## config.mk

```make
export PLATFORM = sky130hd
export DESIGN_NAME = banked_memory_flat
export DESIGN_NICKNAME = d
export VERILOG_FILES = /design/src/rtl/banked_memory_if.sv /design/src/rtl/banked_memory.sv /design/src/flat_wrapper.sv
export SDC_FILE = /design/constraint.sdc
export NUM_CORES = 1
export LEC_CHECK = 0
export ABC_AREA = 0
export CORE_MARGIN = 10
export CORE_UTILIZATION = 50
export CTS_BUF_LIST = sky130_fd_sc_hd__clkbuf_4 sky130_fd_sc_hd__clkbuf_8
export CTS_CLUSTER_SIZE = 40
export DETAILED_ROUTE_END_ITERATION = 8
export PLACE_DENSITY = 0.73
export SYNTH_ARGS = -nofsm -noshare
export SYNTH_HDL_FRONTEND = slang
export SYNTH_SLANG_ARGS = --single-unit
export TNS_END_PERCENT = 5
```

## constraint.sdc

```tcl
create_clock -name clk -period 3.1 [get_ports clk]
set_clock_uncertainty 0.2 [all_clocks]
set_input_delay 0.62 -clock clk [delete_from_list [all_inputs] [get_ports clk]]
set_output_delay 0.62 -clock clk [all_outputs]
set_load 0.05 [all_outputs]
```

## src/rtl/banked_memory_if.sv

```systemverilog
// Request/response bus for banked_memory: valid/ready requests, registered read
// response, and the clear sequencer's control/status.
interface banked_memory_if #(
   parameter int DATA_W = 8,
   parameter int ADDR_W = 5
);
   logic              req_valid;
   logic              req_ready;
   logic              req_write;
   logic [ADDR_W-1:0] req_addr;
   logic [DATA_W-1:0] req_wdata;
   logic              clear_req;
   logic              rsp_valid;
   logic [DATA_W-1:0] rsp_rdata;
   logic              busy;

   modport master (
      output req_valid, req_write, req_addr, req_wdata, clear_req,
      input  req_ready, rsp_valid, rsp_rdata, busy
   );

   modport slave (
      input  req_valid, req_write, req_addr, req_wdata, clear_req,
      output req_ready, rsp_valid, rsp_rdata, busy
   );
endinterface

```

## src/rtl/banked_memory.sv

```systemverilog
// Bank-interleaved single-port RAM with a registered read response and a
// row-parallel clear sequencer that zeroes all storage after reset or on request.
module banked_memory #(
   parameter int DATA_W = 8,
   parameter int ADDR_W = 5,
   parameter int BANKS  = 4
) (
   input  logic           clk,
   input  logic           reset,
   banked_memory_if.slave bus
);
   localparam int DEPTH  = 1 << ADDR_W;
   localparam int LOG2B  = $clog2(BANKS);
   localparam int ROWS   = DEPTH / BANKS;
   localparam int ROW_W  = (ADDR_W - LOG2B) > 0 ? (ADDR_W - LOG2B) : 1;
   localparam int BSEL_W = LOG2B > 0 ? LOG2B : 1;

   typedef enum logic {CLEAR, READY} state_t;

   state_t             state_reg, state_next;
   logic [ROW_W-1:0]   clr_row_reg;
   logic               clr_last;
   logic               rsp_valid_reg;
   logic [BSEL_W-1:0]  rsp_bank_reg;
   logic               rd_accept, wr_accept;
   logic [ROW_W-1:0]   req_row;
   logic [BSEL_W-1:0]  req_bank;
   logic [DATA_W-1:0]  bank_rdata [BANKS];

   // Low address bits pick the bank, the rest pick the row.
   assign req_row = ROW_W'(bus.req_addr >> LOG2B);
   generate
      if (LOG2B > 0) begin : g_bsel
         assign req_bank = bus.req_addr[BSEL_W-1:0];
      end else begin : g_bsel_single
         assign req_bank = 1'b0;
      end
   endgenerate

   assign rd_accept = bus.req_valid && (state_reg == READY) && !bus.req_write;
   assign wr_accept = bus.req_valid && (state_reg == READY) &&  bus.req_write;
   assign clr_last  = (clr_row_reg == ROW_W'(ROWS - 1));

   always_ff @(posedge clk or negedge reset) begin
      if (!reset) begin
         state_reg <= CLEAR;
      end else begin
         state_reg <= state_next;
      end
   end

   always_comb begin
      state_next = state_reg;
      case (state_reg)
         CLEAR:   if (clr_last)      state_next = READY;
         READY:   if (bus.clear_req) state_next = CLEAR;
         default: state_next = CLEAR;
      endcase
   end

   always_comb begin
      bus.req_ready = (state_reg == READY);
      bus.busy      = (state_reg == CLEAR);
   end

   // Row counter idles at 0 in READY so every clear starts from row 0.
   always_ff @(posedge clk or negedge reset) begin
      if (!reset) begin
         clr_row_reg <= '0;
      end else if (state_reg == CLEAR && !clr_last) begin
         clr_row_reg <= clr_row_reg + 1'b1;
      end else begin
         clr_row_reg <= '0;
      end
   end

   always_ff @(posedge clk or negedge reset) begin
      if (!reset) begin
         rsp_valid_reg <= 1'b0;
         rsp_bank_reg  <= '0;
      end else begin
         rsp_valid_reg <= rd_accept;
         if (rd_accept) begin
            rsp_bank_reg <= req_bank;
         end
      end
   end

   genvar gi;
   generate
      for (gi = 0; gi < BANKS; gi++) begin : g_bank
         logic [DATA_W-1:0] mem [ROWS];
         logic [DATA_W-1:0] rdata_reg;
         logic              we;
         logic [ROW_W-1:0]  waddr;
         logic [DATA_W-1:0] wdata;

         always_comb begin
            we    = 1'b0;
            waddr = req_row;
            wdata = bus.req_wdata;
            if (state_reg == CLEAR) begin
               we    = 1'b1;
               waddr = clr_row_reg;
               wdata = '0;
            end else if (wr_accept && req_bank == BSEL_W'(gi)) begin
               we = 1'b1;
            end
         end

         // Storage has no reset; only the clear sequencer zeroes it.
         always_ff @(posedge clk) begin
            if (we) begin
               mem[waddr] <= wdata;
            end
            if (rd_accept && req_bank == BSEL_W'(gi)) begin
               rdata_reg <= mem[req_row];
            end
         end

         assign bank_rdata[gi] = rdata_reg;
      end
   endgenerate

   assign bus.rsp_valid = rsp_valid_reg;
   assign bus.rsp_rdata = rsp_valid_reg ? bank_rdata[rsp_bank_reg] : '0;
endmodule

```

## src/flat_wrapper.sv

```systemverilog
// flat-port wrapper written by rule: the top's interface ports become plain ports
module banked_memory_flat 
#(
   parameter int DATA_W = 8,
   parameter int ADDR_W = 5,
   parameter int BANKS  = 4
)
  (clk, reset, bus_req_valid, bus_req_write, bus_req_addr, bus_req_wdata, bus_clear_req, bus_req_ready, bus_rsp_valid, bus_rsp_rdata, bus_busy);
  banked_memory_if #(.DATA_W(DATA_W), .ADDR_W(ADDR_W)) bus_i ();
  input  logic clk;
  input  logic reset;
  input wire logic [$bits(bus_i.req_valid)-1:0] bus_req_valid;
  input wire logic [$bits(bus_i.req_write)-1:0] bus_req_write;
  input wire logic [$bits(bus_i.req_addr)-1:0] bus_req_addr;
  input wire logic [$bits(bus_i.req_wdata)-1:0] bus_req_wdata;
  input wire logic [$bits(bus_i.clear_req)-1:0] bus_clear_req;
  output wire logic [$bits(bus_i.req_ready)-1:0] bus_req_ready;
  output wire logic [$bits(bus_i.rsp_valid)-1:0] bus_rsp_valid;
  output wire logic [$bits(bus_i.rsp_rdata)-1:0] bus_rsp_rdata;
  output wire logic [$bits(bus_i.busy)-1:0] bus_busy;
  assign bus_i.req_valid = bus_req_valid;
  assign bus_i.req_write = bus_req_write;
  assign bus_i.req_addr = bus_req_addr;
  assign bus_i.req_wdata = bus_req_wdata;
  assign bus_i.clear_req = bus_clear_req;
  assign bus_req_ready = bus_i.req_ready;
  assign bus_rsp_valid = bus_i.rsp_valid;
  assign bus_rsp_rdata = bus_i.rsp_rdata;
  assign bus_busy = bus_i.busy;
  banked_memory #(.DATA_W(DATA_W), .ADDR_W(ADDR_W), .BANKS(BANKS)) u_core (.clk(clk), .reset(reset), .bus(bus_i));
endmodule
```

==> impl_results.md <==
* Crit start category: flop
* Maxcap violations at 0
* Post-synth top cells: 288 x edfxtp_1, 66 x mux4_2, 26 x a221oi_1
* Worst setup EP type: output pin
* Min-delay worst type: in -> async
* CTS tree: yes
* Simple-gate share of the synthesized area at 2.09%
* Die ar. at 30100 um2
* XOR/XNOR Fraction of Synth Area at 0%
* Flops & latches, synth at 295
* Ys Warns at 0
* Min Tclk post-route at 2.91 ns
* Largest net degree at the start of global routing at 34
* Worst-path maximum fanout at 9
* Adder-cell share of the synthesized area at 0.212%
* Multiplexer share of the synthesized area at 18.2%
* Vias in the first global route at 5862
* Async set-or-reset flop fraction in the synthesized netlist at 2.37%
* Root buffer cell: clkbuf_8
* TNS Setup at 0 ns
* Filler cell count at 1640
* Final setup margin at 0.186 ns
* Worst setup path class: reg -> out
* Max FFs per register at 256
* First-pass iteration count of the detailed router at 5
* Drt wl/cell at 24.0 um
* Clock slew at reported path FFs at 0.06 ns
* DRC viols at 0
* Final instance area at 13600 um2
* Netlist cell types at 32
* Most common cell in the netlist: edfxtp_1
* Dpl hpwl at 14800 um
* DRT antenna net count at 0
* Number of synthesized flops with an enable pin at 288
* Setup Fix Bufs, Post-CTS at 0
* Mapped Area at 11800 um2
* Leakage power at 4.61 nW
* DP Area at 12700 um2
* Final Max Slew Viols at 0
* Core area at 23300 um2
* Area Overhead vs Synth at 15.5%
* RSZ-0062 raised after global routing: no
* Global route overflow at 0
* Max frequency at 343 MHz
* Share of the synthesized area in the top cell type at 73.4%
* Initial antenna violation count at 0
* Initial DRC count at 588
* Critical Path RT at 2.28 ns
* Die height at 173 um
* CP cell instances: mux4_2 > and2_1 > buf_4
* CTS max path bufs at 3
* Final core occ at 58.3%
* Global-route wire length before repair at 35700 um
* CTS Sinks at 295
* Nets at 631
* Setup slack, reg-to-reg at 0.48 ns
* Hold Fails Final Rpt at 0
* CTS Buf Count at 44
* GRT Total Usage at 15.4%
* Worst-Skew Late Latency at 0.54 ns
* CP max stage delay at 0.62 ns
* Synth area leader: edfxtp_1
* Rows at 56
* Main combinational cell family by area after synthesis: multiplexers
* Final estimated routing congestion in global placement at 0.808
* Routed wire length at 23100 um
* CP Data Arrival Time at 2.09 ns
* PostCTS Resize Cnt at 0
* Initial Util at 50.5%
* Syn Area/Cell at 22.9 um2
* CTS Hold Buffers Added at 0
* H-tree depth at 2
* Status: complete, no violations
* Pre-CTS setup slack at 0.235 ns
* Relative slew slack at 45.0%
* Tightest Pin Transition at 0.802 ns
* Synth top area cells: edfxtp_1 73%, mux4_2 13%, mux2_4 2.2%, a221oi_1 1.9%, mux2_2 1.7%
* Antenna cells at 0
* Synth Instances at 514
* Compound-Gate Fraction of Synth Area at 2.70%
* Share of cells above drive strength 1 at 39.6%
* Post-route clock period utilization at 94.0%
* Input/output buffers at 28
* Mean number of vias per cell at 5.75
* Most used DFF post-synth: edfxtp_1
* Post-Syn Nets at 534
* CP max stage cell: dfrtp_1
* Vias at 5539
* Final setup violation count at 0
* Seq/Total Area, Yosys at 74.9%
* Die width at 173 um
* Boundary pin count at 29
* Max VDD drop at 359 uV
* P per Cell Area at 905 nW/um2
-- cell families after synthesis --
family / Yosys count
flip-flops: 295
buffers and inverters: 38
AO/OA/AOI/OAI: 32
AND/OR/NAND/NOR: 36
multiplexers: 111
adder cells (fa/ha/maj): 2
-- power breakdown --
group / total, mW / switching (mW) / internal [mW]
registers: 6.32 / 0.357 / 5.96
logic: 2.86 / 1.66 / 1.20
clock network: 3.14 / 1.38 / 1.75
total: 12.3 / 3.40 / 8.92
-- final timing paths --
path	end	startpoint	cells after the start
max	bus_rsp_rdata[6]	u_core.rsp_bank_reg[0]	3
min	u_core.clr_row_reg[0]	reset	1
max reg2reg	u_core.g_bank[2].mem[4][4]	u_core.bus.req_ready	4
min reg2reg	u_core.clr_row_reg[0]	u_core.clr_row_reg[0]	1
max in group asynchronous	u_core.bus.req_ready	reset	1
min in group clk	u_core.clr_row_reg[0]	u_core.clr_row_reg[0]	1
-- critical path, delay by kind of cell, from the launching register on --
kind,cells,cell delay [ns]
buffers and inverters,1,0.19
and+or+nand+nor,1,0.18
muxes,1,0.57
DFF,1,0.62
-- cell type report --
type / count / area [um2] / area share [%]
flip-flops and latches: 295 / 8820 / 64.8
multi-input cells: 181 / 2740 / 20.1
clock buffers: 70 / 857 / 6.30
repair buffers: 86 / 733 / 5.39
well taps: 319 / 399 / 2.93
clock inverters: 9 / 46.3 / 0.340
inverters: 3 / 11.3 / 0.0828
-- metrics by stage --
step,hold slack (ns),power (mW),cells
2_1_floorplan,0.124,8.07,514
3_3_place_gp,0.327,9.09,884
3_5_place_dp,0.346,9.30,884
4_1_cts,0.218,12.4,963
5_1_grt,0.238,12.9,963
6_report,0.233,12.3,963
-- metal layers --
layer	part of all wire (%)	wire, um	vias to the layer above	global-route usage (%)
li1	-	-	2415	-
met1	43	9970	2904	21.4
met2	49	11300	188	24.1
met3	5.9	1370	32	3.31
met4	1.7	381	0	4.31
met5	0	0	-	0
-- cells in the final DEF (no fill, tap or decap), types with 2 or more instances in the layout --
master           instances
clkdlybuf4s50_1         17
a221oi_1                26
and3_1                   3
mux2_2                  18
clkinv_1                 2
buf_12                   4
mux2_4                  17
inv_1                    3
nand3b_1                 4
a221oi_2                 6
nand4b_1                 2
edfxtp_1               288
clkbuf_8                53
mux2i_1                  2
clkinv_2                 6
nor3b_1                  2
and2_1                  16
clkbuf_4                17
nor3_1                   2
or3b_1                   3
mux4_1                   6
mux4_2                  66
ha_1                     2
dfrtp_1                  6
buf_2                    2
buf_4                   63
Power figures use the tool's default switching activity.
